## config.mk

```make
export PLATFORM = sky130hd
export DESIGN_NAME = aes_cop_ctrl_flat
export DESIGN_NICKNAME = d
export VERILOG_FILES = /design/src/rtl/aes_cop_pkg.sv /design/src/rtl/aes_cop_ctrl_if.sv /design/src/rtl/aes_cop_buf.sv /design/src/rtl/aes_cop_ctrl.sv /design/src/flat_wrapper.sv
export SDC_FILE = /design/constraint.sdc
export NUM_CORES = 1
export LEC_CHECK = 0
export BUFFER_PORTS_ARGS = -buffer_cell sky130_fd_sc_hd__buf_4
export CAP_MARGIN = 40
export CORE_MARGIN = 4
export CORE_UTILIZATION = 38
export DETAILED_ROUTE_END_ITERATION = 10
export SLEW_MARGIN = 10
export SYNTH_ARGS = -nofsm -noshare
export SYNTH_HDL_FRONTEND = slang
export SYNTH_SLANG_ARGS = --single-unit
export TNS_END_PERCENT = 20
```

## constraint.sdc

```tcl
create_clock -name clk -period 5.2 [get_ports clk]
set_input_delay 0.78 -clock clk [delete_from_list [all_inputs] [get_ports clk]]
set_output_delay 0.78 -clock clk [all_outputs]
set_load 0.05 [all_outputs]
```

## src/rtl/aes_cop_pkg.sv

```systemverilog
// Shared constants and types for the custom-0 AES coprocessor controller.
// Holds the opcode, funct3 sub-operation codes, FSM state encoding and buffer write types.
package aes_cop_pkg;

  localparam logic [6:0] OPC_CUSTOM0 = 7'b0001011;

  localparam logic [2:0] F_LDKEY = 3'b000;
  localparam logic [2:0] F_LDDAT = 3'b001;
  localparam logic [2:0] F_ENC   = 3'b010;
  localparam logic [2:0] F_DEC   = 3'b011;
  localparam logic [2:0] F_RDRES = 3'b100;

  localparam logic [2:0] IDLE  = 3'd0;
  localparam logic [2:0] START = 3'd1;
  localparam logic [2:0] WAIT  = 3'd2;
  localparam logic [2:0] DRAIN = 3'd3;
  localparam logic [2:0] DONE  = 3'd4;

  typedef enum logic {
    BUF_KEY = 1'b0,
    BUF_DAT = 1'b1
  } buf_sel_e;

  typedef struct packed {
    logic        en;
    buf_sel_e    sel;
    logic [1:0]  idx;
    logic [31:0] data;
  } buf_wr_t;

  function automatic logic is_eng_op(input logic [2:0] f3);
    return (f3 == F_ENC) || (f3 == F_DEC);
  endfunction

endpackage

```

## src/rtl/aes_cop_ctrl_if.sv

```systemverilog
// Decode-stage and AES-engine signals of the coprocessor, bundled for port connection.
// slave = the coprocessor controller, master = core pipeline plus round engine.
interface aes_cop_ctrl_if;

  logic [6:0]   op_code;
  logic [2:0]   funct3;
  logic [4:0]   rd;
  logic [31:0]  rs1_data;
  logic [31:0]  rs2_data;
  logic         kill;

  logic         eng_start;
  logic         eng_mode;
  logic [127:0] eng_key;
  logic [127:0] eng_din;
  logic [127:0] eng_dout;
  logic         eng_done;

  logic         aes_done;
  logic [31:0]  rd_data;
  logic         rd_we;
  logic         busy;
  logic         aes_err;

  modport slave (
    input  op_code, funct3, rd, rs1_data, rs2_data, kill, eng_dout, eng_done,
    output eng_start, eng_mode, eng_key, eng_din, aes_done, rd_data, rd_we, busy, aes_err
  );

  modport master (
    output op_code, funct3, rd, rs1_data, rs2_data, kill, eng_dout, eng_done,
    input  eng_start, eng_mode, eng_key, eng_din, aes_done, rd_data, rd_we, busy, aes_err
  );

endinterface

```

## src/rtl/aes_cop_buf.sv

```systemverilog
// Key, data and result buffers, each four 32-bit words with word 0 in bits [31:0].
// Key/data take single-word writes; the result loads all 128 bits at once and reads per word.
module aes_cop_buf
  import aes_cop_pkg::*;
(
  input  logic          clk,
  input  logic          nrst,
  input  buf_wr_t       wr_i,
  input  logic          res_ld_i,
  input  logic [127:0]  res_data_i,
  input  logic [1:0]    rd_idx_i,
  output logic [31:0]   rd_word_o,
  output logic [127:0]  key_o,
  output logic [127:0]  din_o
);

  logic [3:0][31:0] key_q;
  logic [3:0][31:0] dat_q;
  logic [3:0][31:0] res_q;

  always_ff @(posedge clk or negedge nrst) begin
    if (!nrst) begin
      key_q <= '0;
      dat_q <= '0;
      res_q <= '0;
    end else begin
      if (wr_i.en && (wr_i.sel == BUF_KEY)) key_q[wr_i.idx] <= wr_i.data;
      if (wr_i.en && (wr_i.sel == BUF_DAT)) dat_q[wr_i.idx] <= wr_i.data;
      if (res_ld_i) res_q <= res_data_i;
    end
  end

  assign rd_word_o = res_q[rd_idx_i];
  assign key_o     = key_q;
  assign din_o     = dat_q;

endmodule

```

## src/rtl/aes_cop_ctrl.sv

```systemverilog
// Custom-0 AES coprocessor controller: accepts a stalled decode instruction, runs it and
// pulses aes_done for one cycle to release decode.
//
//   state | meaning
//   IDLE  | waiting for a custom-0 request; single-cycle ops execute here
//   START | one-cycle engine start pulse
//   WAIT  | waiting for eng_done with timeout
//   DRAIN | instruction flushed; waiting for the engine to finish, result discarded
//   DONE  | aes_done (and rd_we for RDRES) high for one cycle
module aes_cop_ctrl
  import aes_cop_pkg::*;
#(
  parameter  int TIMEOUT = 64,
  localparam int CNT_W   = $clog2(TIMEOUT) + 1
) (
  input logic           clk,
  input logic           nrst,
  aes_cop_ctrl_if.slave bus
);

  localparam logic [CNT_W-1:0] CNT_LAST = CNT_W'(TIMEOUT - 1);

  logic [2:0]       state_q, state_d;
  logic [CNT_W-1:0] cnt_q, cnt_d;
  logic             mode_q, mode_d;
  logic             err_q, err_d;
  logic             rd_we_q, rd_we_d;
  logic [31:0]      rd_data_q, rd_data_d;

  logic             req;
  logic             tmo;
  logic [1:0]       widx;
  buf_wr_t          buf_wr;
  logic             res_ld;
  logic [31:0]      res_word;
  logic [127:0]     key_vec;
  logic [127:0]     din_vec;
  logic             unused_rs2;

  assign req        = (bus.op_code == OPC_CUSTOM0) && !bus.kill;
  assign widx       = bus.rs2_data[1:0];
  assign unused_rs2 = ^bus.rs2_data[31:2];
  // >= rather than == so a drain entered late can never count past the limit
  assign tmo        = (cnt_q >= CNT_LAST);

  aes_cop_buf u_buf (
    .clk        (clk),
    .nrst       (nrst),
    .wr_i       (buf_wr),
    .res_ld_i   (res_ld),
    .res_data_i (bus.eng_dout),
    .rd_idx_i   (widx),
    .rd_word_o  (res_word),
    .key_o      (key_vec),
    .din_o      (din_vec)
  );

  always_comb begin
    state_d     = state_q;
    cnt_d       = cnt_q;
    mode_d      = mode_q;
    err_d       = err_q;
    rd_we_d     = 1'b0;
    rd_data_d   = rd_data_q;
    res_ld      = 1'b0;
    buf_wr.en   = 1'b0;
    buf_wr.sel  = BUF_KEY;
    buf_wr.idx  = widx;
    buf_wr.data = bus.rs1_data;

    case (state_q)
      IDLE: begin
        if (req) begin
          if (is_eng_op(bus.funct3)) begin
            mode_d  = bus.funct3[0];
            err_d   = 1'b0;
            cnt_d   = '0;
            state_d = START;
          end else begin
            state_d = DONE;
            case (bus.funct3)
              F_LDKEY: begin
                buf_wr.en  = 1'b1;
                buf_wr.sel = BUF_KEY;
              end
              F_LDDAT: begin
                buf_wr.en  = 1'b1;
                buf_wr.sel = BUF_DAT;
              end
              F_RDRES: begin
                rd_data_d = res_word;
                rd_we_d   = (bus.rd != 5'd0);
              end
              default: ;
            endcase
          end
        end
      end

      START: state_d = bus.kill ? DRAIN : WAIT;

      WAIT: begin
        cnt_d = cnt_q + CNT_W'(1);
        if (bus.kill) begin
          // engine already finished (or given up on): nothing left to drain
          state_d = (bus.eng_done || tmo) ? IDLE : DRAIN;
        end else if (bus.eng_done) begin
          res_ld  = 1'b1;
          state_d = DONE;
        end else if (tmo) begin
          err_d   = 1'b1;
          state_d = DONE;
        end
      end

      DRAIN: begin
        cnt_d = cnt_q + CNT_W'(1);
        if (bus.eng_done || tmo) state_d = IDLE;
      end

      DONE:    state_d = IDLE;

      default: state_d = IDLE;
    endcase
  end

  always_ff @(posedge clk or negedge nrst) begin
    if (!nrst) begin
      state_q   <= IDLE;
      cnt_q     <= '0;
      mode_q    <= 1'b0;
      err_q     <= 1'b0;
      rd_we_q   <= 1'b0;
      rd_data_q <= '0;
    end else begin
      state_q   <= state_d;
      cnt_q     <= cnt_d;
      mode_q    <= mode_d;
      err_q     <= err_d;
      rd_we_q   <= rd_we_d;
      rd_data_q <= rd_data_d;
    end
  end

  assign bus.eng_start = (state_q == START);
  assign bus.aes_done  = (state_q == DONE);
  assign bus.busy      = (state_q == START) || (state_q == WAIT) || (state_q == DRAIN);
  assign bus.eng_mode  = mode_q;
  assign bus.aes_err   = err_q;
  assign bus.rd_we     = rd_we_q;
  assign bus.rd_data   = rd_data_q;
  assign bus.eng_key   = key_vec;
  assign bus.eng_din   = din_vec;

endmodule
```

## src/flat_wrapper.sv

```systemverilog
// flat-port wrapper written by rule: the top's interface ports become plain ports
module aes_cop_ctrl_flat import aes_cop_pkg::*;
#(
  parameter  int TIMEOUT = 64,
  localparam int CNT_W   = $clog2(TIMEOUT) + 1
)
  (clk, nrst, bus_op_code, bus_funct3, bus_rd, bus_rs1_data, bus_rs2_data, bus_kill, bus_eng_dout, bus_eng_done, bus_eng_start, bus_eng_mode, bus_eng_key, bus_eng_din, bus_aes_done, bus_rd_data, bus_rd_we, bus_busy, bus_aes_err);
  aes_cop_ctrl_if bus_i ();
  input logic clk;
  input logic nrst;
  input wire logic [$bits(bus_i.op_code)-1:0] bus_op_code;
  input wire logic [$bits(bus_i.funct3)-1:0] bus_funct3;
  input wire logic [$bits(bus_i.rd)-1:0] bus_rd;
  input wire logic [$bits(bus_i.rs1_data)-1:0] bus_rs1_data;
  input wire logic [$bits(bus_i.rs2_data)-1:0] bus_rs2_data;
  input wire logic [$bits(bus_i.kill)-1:0] bus_kill;
  input wire logic [$bits(bus_i.eng_dout)-1:0] bus_eng_dout;
  input wire logic [$bits(bus_i.eng_done)-1:0] bus_eng_done;
  output wire logic [$bits(bus_i.eng_start)-1:0] bus_eng_start;
  output wire logic [$bits(bus_i.eng_mode)-1:0] bus_eng_mode;
  output wire logic [$bits(bus_i.eng_key)-1:0] bus_eng_key;
  output wire logic [$bits(bus_i.eng_din)-1:0] bus_eng_din;
  output wire logic [$bits(bus_i.aes_done)-1:0] bus_aes_done;
  output wire logic [$bits(bus_i.rd_data)-1:0] bus_rd_data;
  output wire logic [$bits(bus_i.rd_we)-1:0] bus_rd_we;
  output wire logic [$bits(bus_i.busy)-1:0] bus_busy;
  output wire logic [$bits(bus_i.aes_err)-1:0] bus_aes_err;
  assign bus_i.op_code = bus_op_code;
  assign bus_i.funct3 = bus_funct3;
  assign bus_i.rd = bus_rd;
  assign bus_i.rs1_data = bus_rs1_data;
  assign bus_i.rs2_data = bus_rs2_data;
  assign bus_i.kill = bus_kill;
  assign bus_i.eng_dout = bus_eng_dout;
  assign bus_i.eng_done = bus_eng_done;
  assign bus_eng_start = bus_i.eng_start;
  assign bus_eng_mode = bus_i.eng_mode;
  assign bus_eng_key = bus_i.eng_key;
  assign bus_eng_din = bus_i.eng_din;
  assign bus_aes_done = bus_i.aes_done;
  assign bus_rd_data = bus_i.rd_data;
  assign bus_rd_we = bus_i.rd_we;
  assign bus_busy = bus_i.busy;
  assign bus_aes_err = bus_i.aes_err;
  aes_cop_ctrl #(.TIMEOUT(TIMEOUT)) u_core (.clk(clk), .nrst(nrst), .bus(bus_i));
endmodule
```

# Word-level counts from Yosys, hierarchy flattened
# Index checks and enable logic that the tools add are counted.
totals:
  regBits: 429
  input_bits: 211
op_classes:
  n_addsub: 1
  n_lt_le_gt_ge: 3
  eq_ne: 16
  n_mux: 35
  n_bitwise: 2
  reduce_logical: 20
ops:
  columns: ["operator", "count"]
  rows:
  - ["bitwise mux 128 bit", 2]
  - ["binary-select mux 32 bit (select 2 bit)", 1]
  - ["demux 32 bit (select 2 bit)", 1]
  - ["two-way mux 32 bit", 2]
  - ["two-way mux 3 bit", 6]
  - ["two-way mux 7 bit", 2]
  - ["one-hot mux 7 bit (2 select lines)", 1]
  - ["two-way mux 1 bit", 13]
  - ["== test 3 x 2 -> 1 bit (second input constant)", 4]
  - ["one-hot mux 3 bit (4 select lines)", 1]
  - ["AND reduction 3 bit", 3]
  - ["two-way mux 2 bit", 4]
  - ["!= test 2 x 1 -> 1 bit (second input constant)", 4]
  - ["adder 7 x 1 -> 7 bit (second input constant)", 1]
  - ["== test 7 x 4 -> 1 bit (second input constant)", 1]
  - ["greater-or-equal comparator 7 x 6 -> 1 bit (second input constant)", 1]
  - ["== test 3 x 1 -> 1 bit (second input constant)", 2]
  - ["== test 3 bit (second input constant)", 2]
  - ["zero test 3 bit", 2]
  - ["AND reduction 6 bit", 1]
  - ["nonzero test 5 bit", 1]
  - ["logical AND 1 bit", 4]
  - ["logical OR 1 bit", 4]
  - ["!= test 2 bit (second input constant)", 2]
  - ["10 further kinds", 12]

# Longest topological paths before layout
depth:
  word_depth: 7
  depth_mapped: 6
  ltp_nobuf: 5

# Hierarchy
# A second synthesis with hierarchy kept.
hier_totals:
  hier_cells: 1019
  hier_area_um2: 17125.2
by_module_without_submodules:
  columns: ["mod", "n_inst", "cells_per_inst", "area_per_inst_um2", "seq_area_each_um2"]
  rows:
  - ["aes_cop_buf", 1, 860, 15085.7, 9609.2]
  - ["aes_cop_ctrl", 1, 159, 2039.5, 1126.1]

# Least setup slack after synthesis
# Ideal clock, no wire load.
synth_path:
  path_type: "input port to flip-flop"
  from: "in bus_op_code[5]"
  to: "reg u_core.u_buf.key_q, in the netlist u_core.u_buf.key_o[66]"
  arrival_ns: 2.410
  required_ns: 5.075
  slack_ns: 2.665
  path_stages: 5
  path_cell_list: "nor4_1 -> nand3_1 -> nor4_2 -> buf_4 -> mux2_2"
synth_between:
  elab_chain_cells: 6
synth_rtl:
  columns: ["element", "line_no", "rtl"]
  rows:
  - ["from (decl)", "flat_wrapper.sv:11", "input wire logic [$bits(bus_i.op_code)-1:0] bus_op_code;"]
  - ["== test 7 x 4 -> 1 bit (*)", "aes_cop_ctrl.sv:40", "assign req = (bus.op_code == OPC_CUSTOM0) && !bus.kill;"]
  - ["logical AND 1 bit (*)", "aes_cop_ctrl.sv:40", null]
  - ["two-way mux 2 bit (*)", "aes_cop_ctrl.sv:73", "if (req) begin"]
  - ["two-way mux 2 bit (*)", "aes_cop_ctrl.sv:71", "case (state_q)"]
  - ["NOT 1 bit", "aes_cop_buf.sv:27", "if (wr_i.en && (wr_i.sel == BUF_KEY)) key_q[wr_i.idx] <= wr_i.data;"]
  - ["logical AND 1 bit (*)", "aes_cop_buf.sv:27", null]
  - ["to (signal, indexed assignment)", "aes_cop_buf.sv:27", null]
  - ["to (decl)", "aes_cop_buf.sv:17", "logic [3:0][31:0] key_q;"]
# Mark *: on every way between the ends. The rest lies on a longest branch, timed or not.
# A chain may end at the register's enable or synchronous reset.

# Final worst setup path
layout_path:
  from: "in bus_op_code[5]"
  to: "reg u_core.u_buf.key_q, in the netlist u_core.u_buf.key_o[44]"
# Same word-level chain as after synthesis.

==> flow_summary.ini <==
[synthesis]
synth_cells = 1009
synth.avg_cell_area_sq_um = 16.7
ys_seq_area_share_pct = 63.6
synth_area_sq_mm = 0.0169
ys_types = 38
async_flop_share_pct = 100
yosysTopAreaCellShare_pct = 63.6
syn-num-nets = 1221
ys_warn_count = 0
synthTopCellsByArea = dfrtp_1 (64%), mux2_2 (25%), mux4_2 (4.3%)
ys_seq_elements = 429
synth_common_cells = dfrtp_1 (429), mux2_2 (380), mux2_1 (36), mux4_2 (32), clkbuf_1 (24)
synth_edf_count = 0
synth-main-ff-cell = dfrtp_1
yosysMostFrequentCell = dfrtp_1
yosysTopAreaCell = dfrtp_1

[critical_path]
crit_family = simple AND/OR/NAND/NOR gates
crit_chain = buf_4 -> nor4_1 -> nand4_1 -> nor3_4 -> buf_4 -> mux2_2
slowest_delay_ns = 0.80
arrival_ns = 3.57
reg2reg_depth = 5
crit_path_start_kind = input pin
cp_max_fo = 13
rrSetupSlack_ns = 2.30
crit_start = bus_op_code[5]
reg2reg_to = u_core.u_buf.din_o[79]$_DFFE_PN0P_
crit_end = u_core.u_buf.key_o[44]$_DFFE_PN0P_
path_common_cell = buf_4
critPathSlowestCell = nor4_1
cp.required_ns = 5.64
end_kind = register
crit_type = input pin to register
worst-path-stages = 6
crit_buf_inv = 2
r2r-start = u_core.state_q[1]$_DFFE_PN0P_

[clock_network]
clkLatencyLatePin_ns = 0.58
cts_setup_buffers = 0
tritoncts = yes
cts_sinks = 429
cts_resized = 0
clock_path_buffers = 3
cts-root-buf = clkbuf_16
hold_buffers = 0
htree_levels = 2
numCtsBuffers = 47
clk_pin_slew_ns = 0.06

[final_layout]
final_cell_area_sq_mm = 0.0227
antenna_cells = 0
layout-drive-gt1-share_pct = 64.3
finalNonFillerCells = 2116
nNetsFinal = 1707
syn2layout_area_growth_pct = 34.7

[sta]
worstMarginPinSlew_ns = 0.928
hold_violations = 0
final.setup_skew_ns = 0.0243
slew_viol_final = 0
rsz0062_at_grt = no
setup_tns_ns = 0
fmax_mhz = 319
fin_crit_sh_pct = 60.2
setup_viol = 0
layout_min_cycle_time_ns = 3.13
slew_headroom_pct = 37.5

[run]
cap_violations = 0

[floorplan]
die_w_microns = 219
core_sq_mm = 0.0435
fp.dieArea_sq_mm = 0.0479
placementRows = 76
fp.dieH_microns = 219
ioPinCount = 505
initial_core_util_pct = 38.8

[detailed_routing]
drc = 0
vias = 10473
wire_per_inst_microns = 22.8
viasPerCell = 4.95
dr.first_iter.drc_count = 433
first_pass_iters = 4
ant_nets = 0
routed_wl_microns = 48200

[grt]
grtUsageTotal_pct = 19.9
grt_first_pass_wirelength_microns = 71900
antenna_found_initial = 5
grt_pass1_vias = 11040
grt_max_degree = 103
grt_overflow = 0

[placement]
port_buffers = 474
dp_hpwl_microns = 34400
gp_congestion = 0.779
placed_cells = 2031
dpl_cell_area_sq_mm = 0.0212

[power_and_ir_drop]
powerDensity_mw_per_mm2 = 312
p_leak_uw = 0.0122
ir_drop_mv = 0.242

[hold_path]
hp-class = input pin to asynchronous set/reset pin

[run_status]
status = complete, no violations
[final cells by class]
cell class | count | area (sq um)
Clock inverter | 11 | 133
Multi-Input combinational cell | 525 | 5940
Timing Repair Buffer | 490 | 3760
Fill cell | 3717 | 20700
Tap cell | 585 | 732
Clock buffer | 74 | 1430
Inverter | 2 | 7.51
Sequential cell | 429 | 10700
[power by group]
group	internal (uW)	switching (uW)
combinational	169	202
sequential	3390	30.7
clock	1980	1330
total	5540	1570
[stage by stage]
step           setup WS (ns)  util [%]  hold slack (ns)  total power (uW)
5_1_grt                 1.99      52.3            0.283              7390
2_1_floorplan           2.66         -            0.466              3600
3_5_place_dp            1.51      48.7            0.468              3860
3_3_place_gp            1.57      48.7            0.472              3850
6_report                2.07      52.3            0.234              7100
4_1_cts                 2.12      52.3            0.247              7220
[worst reg2reg max path: cells and delay by family, from the launching register on]
| family | cells | cell delay (ns) |
|---|---|---|
| and+or+nand+nor | 3 | 1.39 |
| DFF | 1 | 0.46 |
| muxes | 1 | 0.39 |
| buffers and inverters | 1 | 0.52 |
[cell families after synthesis]
logic type	synth area share (%)
buffers and inverters	1.48
AND/OR/NAND/NOR	2.21
AO/OA/AOI/OAI	0.356
adder cells (fa/ha/maj)	0.0741
XOR/XNOR	0.208
multiplexers	32.1
flip-flops	63.6
[flip-flops by register name, indices dropped and copies added, names as in the netlist]
signal,count
u_core.bus.rd_data,32
u_core.state_q,3
u_core.bus.rd_we,1
u_core.u_buf.res_q,128
u_core.cnt_q,7
u_core.u_buf.din_o,128
u_core.bus.eng_mode,1
u_core.u_buf.key_o,128
u_core.bus.aes_err,1
[placed cells by master (no fill, tap or decap), types with 3 or more instances in the layout]
master	Yosys	final
nor4_1	3	3
clkbuf_1	24	12
xor2_1	4	4
clkbuf_16	0	47
a21oi_1	5	5
mux2_1	36	36
dfrtp_1	429	429
nand3_2	0	3
nor2_1	14	14
clkbuf_8	0	15
nor3_1	3	3
buf_12	0	4
buf_4	6	484
nand4_1	8	8
nand2_1	8	8
clkinv_2	0	5
mux4_2	32	32
mux2_2	380	380
[layer usage]
layer	global-route usage [%]	vias to the layer above	routed length, microns
met1	24.3	5410	18800
met3	8.63	77	5090
met5	0	-	61
met4	5.71	8	1150
met2	32.2	324	23100
li1	-	4654	-
[worst min path at each step]
| stage | start | depth (start not counted) | endpoint | slack (ns) |
|---|---|---|---|---|
| final | nrst | 1 | u_core.u_buf.key_o[67]$_DFFE_PN0P_ | 0.23 |
| after CTS | nrst | 1 | u_core.u_buf.key_o[67]$_DFFE_PN0P_ | 0.25 |
| after floorplan | u_core.cnt_q[6]$_DFFE_PN0P_ | 1 | u_core.cnt_q[6]$_DFFE_PN0P_ | 0.47 |
| after global routing | nrst | 1 | u_core.u_buf.key_o[67]$_DFFE_PN0P_ | 0.28 |
| after detailed placement | u_core.bus.eng_mode$_DFFE_PN0P_ | 2 | u_core.bus.eng_mode$_DFFE_PN0P_ | 0.47 |
| after global placement | u_core.bus.eng_mode$_DFFE_PN0P_ | 2 | u_core.bus.eng_mode$_DFFE_PN0P_ | 0.47 |
(Power assumes the default switching activity.)
